--- src/rtl/layer_sequencer_pkg.sv ---
// Shared codes for the layer sequencer: FSM state encoding and the
// cnn input source-select values.
package layer_sequencer_pkg;

  typedef enum logic [2:0] {
    LS_IDLE  = 3'd0,
    LS_LOAD  = 3'd1,
    LS_LAYER = 3'd2,
    LS_ACT   = 3'd3,
    LS_COMP  = 3'd4,
    LS_DONE  = 3'd5
  } ls_state_t;

  localparam logic [1:0] SRC_BUF = 2'd0;
  localparam logic [1:0] SRC_ACT = 2'd1;
  localparam logic [1:0] SRC_CNN = 2'd2;

endpackage

--- src/rtl/layer_sequencer_stage_watchdog.sv ---
// Per-stage wait counter. It is cleared when a stage is entered, counts while
// the engine is being waited on, and flags expiry once TIMEOUT cycles have
// been spent in the stage. TIMEOUT=0 disables expiry.
module stage_watchdog #(
  parameter int TIMEOUT = 1023
) (
  input  logic clk,
  input  logic rst,
  input  logic clr,
  input  logic en,
  output logic expired
);

  localparam int CNT_W = (TIMEOUT > 1) ? $clog2(TIMEOUT + 1) : 1;
  localparam logic [CNT_W-1:0] LIMIT = CNT_W'((TIMEOUT > 0) ? TIMEOUT - 1 : 0);

  logic [CNT_W-1:0] cnt;

  // Count wait cycles, holding at the limit so the counter never wraps.
  always_ff @(posedge clk) begin
    if (rst || clr) begin
      cnt <= '0;
    end else if (en && (cnt != LIMIT)) begin
      cnt <= cnt + 1'b1;
    end
  end

  assign expired = (TIMEOUT != 0) && en && (cnt == LIMIT);

endmodule

--- src/rtl/layer_sequencer.sv ---
// Network-level sequencer: input buffer load, NUM_LAYERS cnn passes with an
// optional activation pass per layer, then the class comparison. Each engine
// gets a start pulse and is waited on under a per-stage watchdog.
module layer_sequencer
  import layer_sequencer_pkg::*;
#(
  parameter int                    NUM_LAYERS = 5,
  parameter logic [NUM_LAYERS-1:0] ACT_MASK   = {NUM_LAYERS{1'b1}},
  parameter int                    TIMEOUT    = 1023,
  parameter int                    CLASS_W    = 4,
  parameter int                    LIDX_W     = $clog2(NUM_LAYERS)
) (
  input  logic               clk,
  input  logic               rst,
  input  logic               start,
  input  logic               abort,
  output logic               buf_load,
  output logic               cnn_start,
  output logic [LIDX_W-1:0]  cnn_layer,
  output logic [1:0]         cnn_src_sel,
  input  logic               cnn_done,
  output logic               act_start,
  input  logic               act_done,
  output logic               comp_start,
  output logic               comp_src_sel,
  input  logic               comp_done,
  input  logic [CLASS_W-1:0] comp_class,
  output logic               out_valid,
  output logic [CLASS_W-1:0] out_class,
  input  logic               out_ready,
  output logic               busy,
  output logic               err_timeout
);

  ls_state_t          state, state_nxt;
  logic               first;
  logic               enter;
  logic [LIDX_W-1:0]  layer_idx, layer_nxt, prev_idx;
  logic               last_layer;
  logic               expired;
  logic               err_set, err_clr, cap;
  logic               wait_st;

  assign last_layer = (layer_idx == LIDX_W'(NUM_LAYERS - 1));
  assign prev_idx   = layer_idx - 1'b1;
  assign wait_st    = (state == LS_LAYER) || (state == LS_ACT) || (state == LS_COMP);

  stage_watchdog #(.TIMEOUT(TIMEOUT)) u_wdog (
    .clk     (clk),
    .rst     (rst),
    .clr     (enter),
    .en      (wait_st),
    .expired (expired)
  );

  // Next-state, layer advance and flag control; abort overrides everything.
  always_comb begin
    state_nxt = state;
    layer_nxt = layer_idx;
    enter     = 1'b0;
    err_set   = 1'b0;
    err_clr   = 1'b0;
    cap       = 1'b0;
    case (state)
      LS_IDLE: begin
        if (start) begin
          state_nxt = LS_LOAD;
          err_clr   = 1'b1;
        end
      end
      LS_LOAD: begin
        state_nxt = LS_LAYER;
        layer_nxt = '0;
        enter     = 1'b1;
      end
      LS_LAYER: begin
        if (!first && cnn_done) begin
          enter = 1'b1;
          if (ACT_MASK[layer_idx]) begin
            state_nxt = LS_ACT;
          end else if (!last_layer) begin
            state_nxt = LS_LAYER;
            layer_nxt = layer_idx + 1'b1;
          end else begin
            state_nxt = LS_COMP;
          end
        end else if (expired) begin
          state_nxt = LS_IDLE;
          err_set   = 1'b1;
        end
      end
      LS_ACT: begin
        if (act_done) begin
          enter = 1'b1;
          if (!last_layer) begin
            state_nxt = LS_LAYER;
            layer_nxt = layer_idx + 1'b1;
          end else begin
            state_nxt = LS_COMP;
          end
        end else if (expired) begin
          state_nxt = LS_IDLE;
          err_set   = 1'b1;
        end
      end
      LS_COMP: begin
        if (comp_done) begin
          state_nxt = LS_DONE;
          cap       = 1'b1;
        end else if (expired) begin
          state_nxt = LS_IDLE;
          err_set   = 1'b1;
        end
      end
      LS_DONE: begin
        if (out_ready) begin
          if (start) begin
            state_nxt = LS_LOAD;
            err_clr   = 1'b1;
          end else begin
            state_nxt = LS_IDLE;
          end
        end
      end
      default: state_nxt = LS_IDLE;
    endcase
    if (abort) begin
      state_nxt = LS_IDLE;
      layer_nxt = layer_idx;
      enter     = 1'b0;
      err_set   = 1'b0;
      err_clr   = 1'b0;
      cap       = 1'b0;
    end
  end

  // State, first-cycle marker, layer index, sticky error and result register.
  always_ff @(posedge clk) begin
    if (rst) begin
      state       <= LS_IDLE;
      first       <= 1'b0;
      layer_idx   <= '0;
      err_timeout <= 1'b0;
      out_class   <= '0;
    end else begin
      state     <= state_nxt;
      first     <= enter;
      layer_idx <= layer_nxt;
      if (err_clr) begin
        err_timeout <= 1'b0;
      end else if (err_set) begin
        err_timeout <= 1'b1;
      end
      if (cap) begin
        out_class <= comp_class;
      end
    end
  end

  assign buf_load     = (state == LS_LOAD);
  assign cnn_start    = (state == LS_LAYER) && first;
  assign act_start    = (state == LS_ACT) && first;
  assign comp_start   = (state == LS_COMP) && first;
  assign out_valid    = (state == LS_DONE);
  assign busy         = (state != LS_IDLE);
  assign cnn_layer    = layer_idx;
  assign cnn_src_sel  = (layer_idx == '0) ? SRC_BUF :
                        (ACT_MASK[prev_idx] ? SRC_ACT : SRC_CNN);
  assign comp_src_sel = ACT_MASK[NUM_LAYERS-1];

endmodule

--- config.mk ---
export PLATFORM = sky130hd
export DESIGN_NAME = layer_sequencer
export DESIGN_NICKNAME = d
export VERILOG_FILES = /design/src/rtl/layer_sequencer_pkg.sv /design/src/rtl/layer_sequencer_stage_watchdog.sv /design/src/rtl/layer_sequencer.sv
export SDC_FILE = /design/constraint.sdc
export NUM_CORES = 1
export LEC_CHECK = 0
export ABC_AREA = 1
export CORE_ASPECT_RATIO = 1.75
export CORE_UTILIZATION = 45
export DETAILED_ROUTE_END_ITERATION = 8
export MAX_ROUTING_LAYER = met4
export PLACE_DENSITY = 0.76
export SLEW_MARGIN = 20
export SYNTH_ARGS = -nofsm -noshare
export SYNTH_HDL_FRONTEND = slang
export SYNTH_SLANG_ARGS = --single-unit
--- constraint.sdc ---
create_clock -name clk -period 1.3 [get_ports clk]
set_input_delay 0.13 -clock clk [delete_from_list [all_inputs] [get_ports clk]]
set_output_delay 0.13 -clock clk [all_outputs]
set_load 0.03 [all_outputs]
==> results of run 1 <==
synth_stat cells (all sizes together):
cell and count:
or2 2, nor2 25, nand3b 1, a21boi 2
a211oi 1, nand2 63, dfxtp 22, nand3 16
ha 4, o211ai 1, o21ai 5, xor2 4
nor3 3, buf 4, inv 22, a21oi 21
conb 2, xnor2 2
metrics by stage:
| stage | instances | utilization [%] |
|---|---|---|
| after CTS | 299 | 77.9 |
| after global placement | 286 | 69.0 |
| after detailed placement | 286 | 69.0 |
| final | 302 | 84.7 |
| after floorplan | 200 | - |
| after global routing | 302 | 84.7 |
logic make-up after synthesis:
logic type | after synthesis
xor gates and xnor gates | 6
buffers and inverters | 26
DFF | 22
adders and majority gates | 4
other | 2
and+or+nand+nor | 110
AOI/OAI and AO/OA | 30
sequential cells by signal (all words and copies together), names as in the netlist:
signal / count
state: 3
first: 1
cnn_layer: 3
err_timeout: 1
out_class: 4
u_wdog.cnt: 10
layer usage:
metal	up-vias	wire (um)
met2	97	2790
met3	40	289
met5	-	0
met1	802	1840
li1	780	-
met4	0	395
cells in the final DEF, fill, tap and decap left out, drive strengths merged:
cell           count
xor2               4
dfxtp             22
o21ai              5
dlygate4sd2        8
clkbuf             3
a21oi             21
buf               55
o211ai             1
xnor2              2
nand3b             1
a211oi             1
ha                 4
nand2             64
nor3               3
bufinv             1
inv               22
nor2              25
or2                2
a21boi             2
conb               2
nand3             16
clkdlybuf4s50     11
where the power goes:
group | total, uW | switching [uW] | internal (uW)
sequential | 677 | 8.37 | 669
combinational | 259 | 148 | 112
clock | 651 | 239 | 412
total | 1590 | 395 | 1190
area by class of cell:
class / instances / share of cell area, %
sequential: 22 / 19.7
clock buffer: 3 / 1.75
inverter: 22 / 3.93
tap: 27 / 1.43
multi-input combinational: 153 / 43.7
clock inverter: 1 / 1.27
timing repair buffer: 74 / 28.2
worst reg2reg max path, cell delays in order, from the launching register on:
cell	delay, ps
dfxtp_4	380
inv_4	80
nand2_4	60
nor2_4	120
inv_2	60
nor2_2	210
nor2_1	110
nand2_2	100
nand2_4	110
nand2_8	120
a21oi_2	40
repair_timing:
action / in CTS / in global routing
gates resized for setup: 43 / 43
setup buffers: 8 / 4
cloned: 1 / 0
endpoints found under the setup margin: 33 / 28
pin swaps: 16 / 18
worst paths after layout:
path | slack, ps | cells past startpoint | end | startpoint
hold / removal | 450 | 3 | out_class[3] | comp_class[3]
setup reg to reg | -180 | 10 | u_wdog.cnt[3] | state[2]
setup / recovery | -200 | 7 | act_start | state[2]
hold reg to reg | 460 | 2 | out_class[0] | out_class[0]
==> flow_summary_export.csv, run 1 <==
group,metric,value,unit
yosys,synth_nets,216,
die,die_area,0.00322,mm^2
placement,hpwl,2.91,mm
placement,io_buffers,26,
critical_path,slowest_delay,380,ps
critical_path,arrival,1370,ps
critical_path,cp.required,1170,ps
grt,antenna_found_initial,0,
sta,layout_setup_ws,-197,ps
grt,met1_usage,26.5,%
routing,drt_iter0_drc,95,
die,die_y,74.4,um
critical_path,cp-start-kind,"register",
sta,finalCriticalPeriod,1500,ps
yosys,synth.top_cell.area_share,32.7,%
routing,drc,8,
yosys,synthSimpleGateAreaFrac,35.5,%
sta,tns,-2910,ps
cts,ctsHtreeMaxLevel,1,
sta,timing.fmax,0.668,GHz
grt,track_usage,29.5,%
routing,num_vias,1719,
grt,gr-total-overflow,0,
cts,cts_made_buffers,3,
finish,multi_input_area,0.00103,mm^2
grt,grt-busiest-layer,"met2",
critical_path,worst-path-max-fanout,5,
critical_path,crit_type,"register to output pin",
cts,clkSinkCount,22,
yosys,yosysSeqAreaShare,32.7,%
placement,place_ws,-131,ps
grt,grt_max_degree,14,
cts,cts_tree,"done",
critical_path,cp_slowest_cell,"dfxtp_4",
grt,met2_usage,56.7,%
pwr,power_density,673,mW/mm^2
cts,cts_buffer_depth,2,
sta,setup_viol_count_final,23,
yosys,yosys-top-cells-area,"dfxtp_1 (33%), nand2_1 (16%), a21oi_2 (6.5%), nand3_1 (5.9%), nor2_1 (5.6%)",
sta,hold_ws,447,ps
die,pin_count,29,
outcome,violations,"design-rule violations, negative setup slack",
grt,grt.met3_usage,2.67,%
yosys,synth_xor_area_share,3.90,%
die,row_count,25,
routing,viasPerCell,5.69,
finish,regArea,464,um^2
finish,nFillCells,149,
routing,ant_nets,0,
finish,drive_above_1_share,47.6,%
yosys,yosysUniqueCellTypes,27,
pwr,ir_worst_vdd,0.686,mV
yosys,ys_warn_count,0,
yosys,synth_area,0.00135,mm^2
grt,grt_pass1_wl,6.87,mm
pwr,p_total,1590,uW
critical_path,crit_family,"buffers and inverters",
yosys,synthMuxAreaShare,0,%
sta,finalMaxSlewViolations,0,
sta,rsz0062_at_grt,"true",
die,die_width,43.3,um
cts,holdBufCountCts,0,
cts,worstSkewPairLatency,270,ps
critical_path,worstPathCellList,"inv_4 > nand2_4 > nor2_4 > inv_2 > buf_4 > nor2_2 > buf_6",
pwr,power_leakage,0.00101,uW
routing,first_pass_iters,6,
sta,hold_violations,0,
outcome,status,"finished with violations",
yosys,synth_top_family_by_area,"simple AND/OR/NAND/NOR gates",
critical_path,path_buf_inv,4,
hold_path,min_path_type,"primary input to register",
sta,post-route-period-util,115,%
die,coreArea,0.00278,mm^2
finish,num_antenna_cells,0,
finish,stdcell_area,0.00236,mm^2
placement,place_area,0.00192,mm^2
yosys,synthAdderAreaFrac,3.72,%
yosys,netlist_instances,200,
finish,fin_nets,292,
yosys,syn_area_per_cell,6.73,um^2
yosys,ys_ff_latch,22,
critical_path,crit_path_end_kind,"output pin",
routing,finalWirelength,5.32,mm
cts,clkTransAtPathRegs,80,ps
grt,grt_pass1_vias,1595,
yosys,synth_compound_area_share,14.7,%
yosys,synth_top_cell_by_area,"dfxtp_1",
sta,clock_skew,4.10,ps
cts,clockRootBuffer,"clkbuf_8",
finish,syn_to_final_growth,75.1,%
routing,routedWlPerCell,17.6,um
placement,gp_congestion,1.02,
run,maxCapViolCount,0,
die,start_util,48.4,%
No activity file was read; power rests on OpenSTA's default activity.
==> run 2, diff against run 1 <==
--- a/config.mk
+++ b/config.mk
@@ -6,11 +6,13 @@
 export NUM_CORES = 1
 export LEC_CHECK = 0
 export ABC_AREA = 1
+export CAP_MARGIN = 25
 export CORE_ASPECT_RATIO = 1.75
-export CORE_UTILIZATION = 45
+export CORE_MARGIN = 2
+export CORE_UTILIZATION = 50
 export DETAILED_ROUTE_END_ITERATION = 8
 export MAX_ROUTING_LAYER = met4
-export PLACE_DENSITY = 0.76
+export PLACE_DENSITY = 0.8
 export SLEW_MARGIN = 20
 export SYNTH_ARGS = -nofsm -noshare
 export SYNTH_HDL_FRONTEND = slang
==> constraint.sdc (replaced) <==
create_clock -name clk -period 1.7 [get_ports clk]
set_input_delay 0.17 -clock clk [delete_from_list [all_inputs] [get_ports clk]]
set_output_delay 0.17 -clock clk [all_outputs]
set_load 0.03 [all_outputs]
==> run 2 against run 1 <==
Effect of this change: the flow now finishes without violations; power down 36%; die area fell by 2.6%; setup slack better by 300 ps; largest cell class unchanged; clock skew grew 1.4 ps.
==> flow_summary_export.csv, run 2 (synthesis results as in run 1) <==
group,metric,value,unit
pwr,power_frac_seq,51.2,%
sta,clock_skew,5.45,ps
hold_path,min_from,"out_class[1]",
die,die_area,0.00314,mm^2
cts,holdBufCountCts,0,
hold_path,min_path_type,"register to register",
pwr,power_density,598,mW/mm^2
finish,layout_common_cells,"nand2_1 (59), dfxtp_1 (22), nor2_1 (20)",
cts,cts_buffer_depth,2,
finish,largest_register_ffs,10,
pwr,ir_worst_vdd,0.530,mV
critical_path,reg2regPathDepth,8,
grt,gr-total-overflow,0,
die,row_count,24,
cts,clkSinkCount,22,
finish,drive_above_1_share,15.9,%
finish,utilization,67.6,%
pwr,swShare,24.2,%
die,coreArea,0.00252,mm^2
routing,viasPerCell,5.41,
cts,ctsHtreeMaxLevel,1,
finish,fin_cells,259,
finish,nFillCells,250,
sta,rsz0062_at_grt,"false",
finish,syn_to_final_growth,26.7,%
grt,track_usage,24.2,%
placement,io_buffers,26,
finish,final_common_cell,"nand2_1",
pwr,power_leakage,0.000720,uW
finish,reg_top3,"u_wdog.cnt (10), out_class (4)",
critical_path,arrival,1430,ps
routing,finalWirelength,3.38,mm
hold_path,min_path_cells,2,
finish,regMostFlops,"u_wdog.cnt",
routing,ant_nets,0,
placement,gp_congestion,0.919,
routing,routedWlPerCell,13.1,um
finish,num_antenna_cells,0,
grt,grt_max_degree,13,
critical_path,crit_type,"register to output pin",
critical_path,cp-start-kind,"register",
routing,drt_iter0_drc,11,
sta,tns,0,ps
sta,hold_violations,0,
placement,dp_cells,255,
routing,num_vias,1400,
pwr,switchingPower,246,uW
cts,worstSkewPairLatency,260,ps
grt,grt_pass1_vias,1384,
cts,clkTransAtPathRegs,80,ps
cts,cts_tree,"done",
die,pin_count,29,
critical_path,reg2reg_from,"state[1]",
routing,drc,0,
critical_path,cp-startpoint,"state[1]",
die,die_y,72.6,um
critical_path,worst-path-max-fanout,5,
grt,antenna_found_initial,0,
pwr,power.internal,773,uW
placement,hpwl,2.81,mm
critical_path,cp.required,1530,ps
pwr,pwr-share-clk,36.8,%
cts,cts_made_buffers,3,
cts,postCtsSetupBuffers,0,
routing,first_pass_iters,4,
sta,post-route-period-util,94.1,%
pwr,combPwrFrac,12.0,%
critical_path,crit_path_end_kind,"output pin",
grt,grt_pass1_wl,5.71,mm
die,die_width,43.2,um
die,start_util,53.4,%
run,maxCapViolCount,0,
sta,setup_viol_count_final,0,
cts,clockRootBuffer,"clkbuf_8",
outcome,status,"completed",
sta,finalMaxSlewViolations,0,
sta,finalCriticalPeriod,1600,ps
finish,fin_nets,250,
sta,timing.fmax,0.625,GHz
run 2: changes by cell type in the layout (fill, tap and decap cells not counted), moves of 7 or more:
cell	before	now
buf_4	38	8
buf_6	16	0
nand2_1	47	59
clkdlybuf4s50_1	11	19
nor2_1	12	20
dfxtp_1	15	22
inv_1	12	19
run 2: worst paths after layout:
path | end | slack, ps
max | buf_load | 100
min | out_class[1] | 470
max reg2reg | u_wdog.cnt[7] | 160
min reg2reg | out_class[1] | 470
run 2: metal layers:
layer  part of all wire, %  up-vias  global-route usage, %  wire length (um)
li1                      -      704                      -                 -
met1                    37      648                   22.7              1230
met2                    56       34                   46.1              1900
met3                   3.0       14                   1.73               102
met4                   4.1        0                   13.5               140
met5                     0        -                      -                 0
run 2: final cells by class:
class / count / area [um^2] / share of cell area, %
multi-input combinational: 152 / 796 / 46.7
inverter: 22 / 82.6 / 4.84
tap: 26 / 32.5 / 1.91
timing repair buffer: 33 / 299 / 17.5
sequential: 22 / 440 / 25.8
clock buffer: 4 / 55.1 / 3.23
run 2: worst max-delay path, cell delays in order (launching register included):
cell and delay, ps:
dfxtp_1 360, buf_4 160, nor3_2 220, dlygate4sd2_1 420
run 2: through the flow:
step	hold WS [ps]	instance area, um^2	total power (uW)	setup WS, ps
after floorplan	332	1360	609	213
after global placement	450	1660	658	98.0
after detailed placement	458	1660	659	76.2
after CTS	469	1710	1030	62.9
after global routing	495	1710	1050	6.72
final	469	1710	1020	101
run 2: power by group through the flow:
stage / combinational [uW] / sequential [uW] / clock (uW)
after CTS: 122 / 522 / 386
after floorplan: 72.3 / 536 / 0
after global placement: 123 / 534 / 0
after detailed placement: 125 / 534 / 0
after global routing: 132 / 523 / 398
final: 122 / 522 / 375
run 2: repair_timing:
action / in CTS / in global routing
gates resized for setup: 6 / 2
endpoints found under the setup margin: 6 / 1
pin swaps: 0 / 0
==> run 3, diff against run 2 <==
--- a/config.mk
+++ b/config.mk
@@ -8,11 +8,11 @@
 export ABC_AREA = 1
 export CAP_MARGIN = 25
 export CORE_ASPECT_RATIO = 1.75
-export CORE_MARGIN = 2
-export CORE_UTILIZATION = 50
+export CORE_MARGIN = 4
+export CORE_UTILIZATION = 40
 export DETAILED_ROUTE_END_ITERATION = 8
 export MAX_ROUTING_LAYER = met4
-export PLACE_DENSITY = 0.8
+export PLACE_DENSITY = 0.66
 export SLEW_MARGIN = 20
 export SYNTH_ARGS = -nofsm -noshare
 export SYNTH_HDL_FRONTEND = slang
==> run 3 against run 2 <==
Effect of this change: power is 0.12% higher; combinational power barely moved; via count fell by 6.4%; first-iteration DRC count increased by 45%; sequential power about the same; maximum frequency is 2.4% higher; die area up 40%; clock skew shrank 4.8 ps; setup slack improved by 38 ps; sequential share of layout area fell by 0.59 points; non-clock buffer count up 2.
==> flow_summary_export.csv, run 3 (synthesis results as in run 1) <==
group,metric,value,unit
critical_path,slowest_delay,420,ps
finish,regMostFlops,"u_wdog.cnt",
hold_path,worst_hold_path.endpoint,"out_class[2]",
grt,antenna_found_initial,0,
cts,clkSinkCount,22,
finish,utilization,54.4,%
finish,num_antenna_cells,0,
placement,gp_congestion,0.855,
critical_path,worst-path-max-fanout,4,
routing,drc,0,
placement,io_buffers,26,
pwr,p_total,1020,uW
die,die_area,0.00439,mm^2
hold_path,min_path_cells,2,
placement,dp_cells,274,
finish,largest_register_ffs,10,
critical_path,cp-start-kind,"register",
grt,gr-total-overflow,0,
cts,clkTransAtPathRegs,80,ps
critical_path,r2r_end,"state[2]",
grt,grt_max_degree,13,
sta,rsz0062_at_grt,"false",
routing,routedWlPerCell,11.7,um
finish,fin_nets,252,
critical_path,crit_type,"register to output pin",
cts,cts_made_buffers,3,
finish,reg_top3,"u_wdog.cnt (10), out_class (4)",
sta,clock_skew,0.644,ps
die,start_util,41.9,%
pwr,power_leakage,0.000742,uW
cts,postCtsSetupBuffers,0,
sta,timing.fmax,0.641,GHz
finish,layout_common_cells,"nand2_1 (59), dfxtp_1 (22), nor2_1 (20)",
die,die_y,84.7,um
cts,cts_resized,5,
grt,track_usage,16.3,%
cts,cts_buffer_depth,2,
cts,ctsHtreeMaxLevel,1,
critical_path,arrival,1390,ps
critical_path,reg2reg_slack,210,ps
placement,hpwl,2.62,mm
hold_path,min_path_type,"register to register",
routing,finalWirelength,3.24,mm
finish,fin_cells,278,
hold_path,min_from,"out_class[2]",
cts,clockRootBuffer,"clkbuf_8",
sta,tns,0,ps
finish,syn_to_final_growth,29.6,%
sta,hold_violations,0,
cts,cts_tree,"done",
grt,grt_pass1_wl,5.38,mm
finish,final_common_cell,"nand2_1",
critical_path,crit_path_end_kind,"output pin",
die,pin_count,29,
routing,num_vias,1310,
critical_path,cp_slowest_cell,"dlygate4sd2_1",
cts,holdBufCountCts,0,
critical_path,worstPathCellList,"buf_4 > nor3_2 > dlygate4sd2_1",
cts,worstSkewPairLatency,260,ps
routing,first_pass_iters,4,
die,coreArea,0.00321,mm^2
sta,finalMaxSlewViolations,0,
sta,post-route-period-util,91.8,%
sta,setup_viol_count_final,0,
die,die_width,51.9,um
critical_path,reg2regPathDepth,11,
routing,viasPerCell,4.71,
sta,finalCriticalPeriod,1560,ps
run,maxCapViolCount,0,
critical_path,reg2reg_from,"u_wdog.cnt[0]",
pwr,power_density,585,mW/mm^2
pwr,ir_worst_vdd,0.421,mV
grt,grt_pass1_vias,1296,
routing,ant_nets,0,
finish,drive_above_1_share,16.6,%
outcome,status,"completed",
die,row_count,27,
routing,drt_iter0_drc,16,
critical_path,cp.required,1530,ps
## run 3: final cells by class
class                      instances  area [um^2]
multi-input combinational        152          796
timing repair buffer              35          318
tap                               43         53.8
clock buffer                       4         55.1
fill                             332         1460
inverter                          22         82.6
sequential                        22          440
## run 3: worst max-delay path by stage
stage	startpoint	to	depth (start not counted)
floorplan	cnn_layer[0]	cnn_layer[2]	9
global placement	state[0]	act_start	5
detailed placement	state[0]	act_start	5
CTS	state[1]	busy	3
global route	state[1]	cnn_start	6
finish	state[1]	buf_load	3
## run 3: report_power, final
group          internal [uW]  switching [uW]
Clock                    207             169
Combinational           51.0            71.8
Sequential               519            3.62
Total                    776             244
## run 3: routing by layer
| metal | GRT usage, % | routed length [um] |
|---|---|---|
| met2 | 29.3 | 1780 |
| met3 | 2.13 | 77 |
| met5 | - | 0 |
| met4 | 8.59 | 91 |
| met1 | 16.2 | 1290 |
## run 3: stage by stage
step / cell area [um^2] / setup slack (ps) / hold WS [ps]
3_5_place_dp: 1700 / 95.2 / 456
5_1_grt: 1750 / 28.4 / 495
6_report: 1750 / 139 / 466
4_1_cts: 1750 / 14.3 / 468
2_1_floorplan: 1360 / 213 / 332
3_3_place_gp: 1700 / 122 / 453
## run 3: worst max-delay path: cells and delay by family (launching register included)
family                 cells  cell delay [ps]
and+or+nand+nor            1              200
DFF                        1              350
buffers and inverters      2              580
